--- src/rtl/ps2_key_arbiter.sv ---
// ps2_key_arbiter: merges PS/2 keyboard events with timed press/hold/release/gap auto-typer injection
// Optional KEY_ABORT_EN: a keyboard press during injection flushes the queue and pulses inj_abort.
module ps2_key_arbiter #(
  parameter int FIFO_AW = 2,
  parameter int HOLD_CYCLES = 520000,
  parameter int GAP_CYCLES = 520000
) (
  input  logic        clk_sys,
  input  logic        reset_n,
  input  logic [10:0] kbd_key,
  input  logic        inj_valid,
  input  logic [8:0]  inj_code,
  output logic        inj_ready,
  output logic [10:0] out_key,
  output logic        inj_active,
  output logic        inj_abort
);
  localparam int DEPTH = 1 << FIFO_AW;
  localparam int MAXC = HOLD_CYCLES > GAP_CYCLES ? HOLD_CYCLES : GAP_CYCLES;
  localparam int CW = $clog2(MAXC + 1);
  typedef enum logic [2:0] {IDLE, PRESS, HOLD, RELEASE, GAP} state_t;
  state_t state, state_nx;
  logic [8:0] mem [DEPTH];
  logic [FIFO_AW:0] wr_ptr, rd_ptr;
  logic [8:0] cur, cur_nx;
  logic [CW-1:0] cnt, cnt_nx;
  logic kbd_tog, kbd_evt, fifo_empty, fifo_full, wr_en, rd_en, abort, emit_inj, inj_press;
  assign kbd_evt = kbd_key[10] != kbd_tog;
  assign fifo_empty = wr_ptr == rd_ptr;
  assign fifo_full = wr_ptr[FIFO_AW] != rd_ptr[FIFO_AW] && wr_ptr[FIFO_AW-1:0] == rd_ptr[FIFO_AW-1:0];
  assign inj_ready = reset_n & ~fifo_full;
  assign inj_active = state != IDLE || !fifo_empty;
  assign wr_en = inj_valid & inj_ready & ~abort;
`ifdef KEY_ABORT_EN
  assign abort = kbd_evt & kbd_key[9] & inj_active;
  always_ff @(posedge clk_sys) inj_abort <= reset_n & abort;
`else
  assign abort = 1'b0;
  assign inj_abort = 1'b0;
`endif
  always_comb begin
    state_nx = state;
    cur_nx = cur;
    cnt_nx = cnt;
    rd_en = 1'b0;
    emit_inj = 1'b0;
    inj_press = 1'b0;
    case (state)
      IDLE: if (!fifo_empty && !abort) begin
        rd_en = 1'b1;
        cur_nx = mem[rd_ptr[FIFO_AW-1:0]];
        state_nx = PRESS;
      end
      PRESS: if (abort) state_nx = IDLE;
        else if (!kbd_evt) begin
          emit_inj = 1'b1;
          inj_press = 1'b1;
          cnt_nx = CW'(HOLD_CYCLES - 1);
          state_nx = HOLD;
        end
      // an abort still lets the held key go up so the ZX81 never sees a stuck key
      HOLD: if (abort || cnt == '0) state_nx = RELEASE;
        else cnt_nx = cnt - 1'b1;
      RELEASE: if (!kbd_evt) begin
        emit_inj = 1'b1;
        cnt_nx = CW'(GAP_CYCLES - 1);
        state_nx = GAP;
      end
      GAP: if (abort || cnt == '0) state_nx = IDLE;
        else cnt_nx = cnt - 1'b1;
      default: state_nx = IDLE;
    endcase
  end
  always_ff @(posedge clk_sys) if (wr_en) mem[wr_ptr[FIFO_AW-1:0]] <= inj_code;
  always_ff @(posedge clk_sys) begin
    kbd_tog <= kbd_key[10];
    if (!reset_n) begin
      state <= IDLE;
      cur <= '0;
      cnt <= '0;
      wr_ptr <= '0;
      rd_ptr <= '0;
      out_key <= '0;
    end else begin
      state <= state_nx;
      cur <= cur_nx;
      cnt <= cnt_nx;
      wr_ptr <= wr_en ? wr_ptr + 1'b1 : wr_ptr;
      rd_ptr <= abort ? wr_ptr : rd_en ? rd_ptr + 1'b1 : rd_ptr;
      out_key <= kbd_evt ? {~out_key[10], kbd_key[9:0]} : emit_inj ? {~out_key[10], inj_press, cur} : out_key;
    end
  end
endmodule

--- config.mk ---
export PLATFORM = sky130hd
export DESIGN_NAME = ps2_key_arbiter
export DESIGN_NICKNAME = d
export VERILOG_FILES = /design/src/rtl/ps2_key_arbiter.sv
export SDC_FILE = /design/constraint.sdc
export NUM_CORES = 1
export LEC_CHECK = 0
export CAP_MARGIN = 20
export CORE_MARGIN = 2
export CORE_UTILIZATION = 35
export CTS_BUF_LIST = sky130_fd_sc_hd__clkbuf_16
export DETAILED_ROUTE_END_ITERATION = 16
export SETUP_SLACK_MARGIN = 0.05
export SYNTH_ARGS = -nofsm -noshare
export SYNTH_HDL_FRONTEND = slang
export SYNTH_SLANG_ARGS = --single-unit
--- constraint.sdc ---
create_clock -name clk_sys -period 2.1 [get_ports clk_sys]
set_clock_uncertainty 0.1 [all_clocks]
set_input_delay 0.315 -clock clk_sys [delete_from_list [all_inputs] [get_ports clk_sys]]
set_output_delay 0.315 -clock clk_sys [all_outputs]
set_load 0.03 [all_outputs]
==> results.tsv <==
metric	value	unit
status	finished with violations	
violated checks	negative setup slack	
initial cell density of the core	35.9	%
clk sinks	85	
vias in the first global route	2743	
Setup TNS	-0.0348	ns
CTS HTree Levels	3	
drc violations	0	
DR vias/cell	5.04	
# port buffers	35	
Area contributors post-synth	edfxtp_1 (29%), dfxtp_1 (27%), mux4_2 (5.5%), nor2_1 (3.8%), nand2_1 (3.4%)	
CTS root buffer	clkbuf_16	
CP Class	flip-flop to flip-flop	
area delta synth->final	35.4	%
post-route ant nets	0	
Final Core Density	48.6	%
ant diodes	0	
overall routing resource usage	14.8	%
sequential share of the synthesized area	55.9	%
DR iter-0 viols	114	
Synth warnings	0	
RD Place Congestion	0.796	
die width	107	µm
WL final	8.04	mm
max-slew violations	0	
Routed WL per cell	14.8	µm
crit-path cells	inv_2 -> ha_4 -> or4b_4 -> nor4b_4 -> buf_6 -> a21oi_2 -> or3_1 -> a21oi_2	
PD cells	1410	mW/mm²
global-route wire length before repair	13.1	mm
CP peak stage delay	0.47	ns
most common cell in the netlist	dfxtp_1	
clk_lat worst skew	0.33	ns
Setup WS post-layout	-0.0174	ns
Slew HR	60.2	%
Syn Area/Cell	11.5	µm²
via count	2730	
antenna violations before repair	0	
largest net degree at the start of global routing	43	
minimum clock period	2.12	ns
clk slew on worst S/H paths	0.06	ns
critical path's slowest cell	or4b_4	
number of setup violations in the final report	2	
Num CTS Buffers	9	
smallest hold slack	0.379	ns
die area	0.0114	mm²
core area	0.0103	mm²
Primary FF master, synth	dfxtp_1	
CP Data Required Time	2.26	ns
I/O Pins	37	
# nets final	430	
synth unique cells	45	
worst-margin pin slew	0.595	ns
crit end category	flip-flop	
CP arrival	2.28	ns
Post-Syn Area	0.00369	mm²
RSZ-0062 raised after global routing	true	
layout cells sized above 1	28.3	%
type of origin of the critical path	flip-flop	
Longest Clk Path Bufs	2	
# Max-Cap Violations	0	
hold buffer count at cts	0	
period utilisation layout	101	%
fmax	472	MHz
cell row count	37	
total iterations of the first detailed-routing run	4	
cell taking the most area after synthesis	edfxtp_1	
Yosys top cell area share	29.3	%
EDFF count, synth	36	
crit path max fanout	7	
CTS tree	done	
Max VDD drop	840	µV
Mapped Nets	350	
Hold Fails Final Rpt	0	
Post-DP HPWL	5.59	mm
min-delay worst type	flip-flop to flip-flop	
total power	7060	µW
pre-CTS setup slack	-0.155	ns
GRT overflow	0	
number of synthesized register bits	85	
synth cell count leaders	dfxtp_1 (49), nor2_1 (37), edfxtp_1 (36), nand2_1 (33), clkbuf_1 (13)	
Leak	0.00185	µW
most used cell, CP	a21oi_2	
cells after synthesis	321	
chip height	107	µm
Async SR Flop Fraction	0	%
-- layer usage --
layer  up-vias  share of wire [%]  track usage, %
li1       1345                  -               -
met1      1318                 45            18.8
met2        59                 50            24.7
met3         8                4.4            3.77
met4         0                1.1            5.29
met5         -                  0               0
-- worst max-delay path: cells and delay by family (launching register included) --
kind,cells,cell delay [ns]
compound gates,2,0.19
fa+ha+maj,1,0.12
buf+inv,2,0.24
flops,1,0.32
simple gates,3,1.06
-- cell families after synthesis --
kind of cell	share of synthesized area, %
buffers and inverters	2.58
multiplexers	8.62
other	0.102
AO/OA/AOI/OAI	8.21
XOR/XNOR	4.75
flip-flops	55.9
adder cells (fa/ha/maj)	2.04
AND/OR/NAND/NOR	17.8
-- metrics by stage --
stage               cells  instance area (µm²)
finish                542                 4990
global route          542                 4990
detailed placement    524                 4550
floorplan             321                 3710
CTS                   542                 4870
global placement      524                 4550
-- layout make-up --
cell class	count	area, µm²
Fill cell	940	5290
Clock inverter	7	66.3
Inverter	8	30.0
Sequential cell	85	2070
Clock buffer	9	225
Tap cell	136	170
Timing Repair Buffer	85	757
Multi-Input combinational cell	212	1680
-- sequential cells by signal, summed over array words and instances, names as in the netlist --
signal	flops
rd_ptr	3
kbd_tog	1
out_key	11
cnt	19
wr_ptr	3
cur	9
state	3
mem	36
-- what timing repair did --
item | 4_1_cts | 5_1_grt
pin swaps | 7 | 20
resized for setup | 6 | 26
endpoints found under the setup margin | 11 | 18
buffers inserted | 2 | 0
-- cell usage in the layout, fill, tap and decap left out, types with 5 or more instances in the layout --
| cell | synthesis | final |
|---|---|---|
| a21oi_2 | 1 | 6 |
| ha_1 | 6 | 5 |
| buf_4 | 1 | 47 |
| or3_1 | 6 | 6 |
| clkdlybuf4s50_1 | 0 | 33 |
| and3_1 | 6 | 6 |
| a21oi_1 | 12 | 6 |
| inv_1 | 7 | 6 |
| nand2_1 | 33 | 33 |
| mux2i_1 | 10 | 10 |
| xor2_1 | 8 | 8 |
| mux4_2 | 9 | 9 |
| a31oi_1 | 7 | 6 |
| dfxtp_1 | 49 | 45 |
| clkbuf_16 | 0 | 9 |
| a311oi_1 | 11 | 10 |
| xnor2_1 | 12 | 9 |
| edfxtp_1 | 36 | 36 |
| nor2_1 | 37 | 37 |
-- power by group --
group	internal (µW)	switching [µW]
combinational	1590	1650
clock	916	625
sequential	2030	252
-- path summary, 6_finish.rpt --
check                           cells after the start    from          to  slack, ns
worst min register to register                      2  cur[8]  out_key[8]       0.38
worst max register to register                      8  cnt[0]    state[0]      -0.02
worst min-delay path                                2  cur[8]  out_key[8]       0.38
worst max-delay path                                8  cnt[0]    state[0]      -0.02
(Power assumes the default switching activity.)
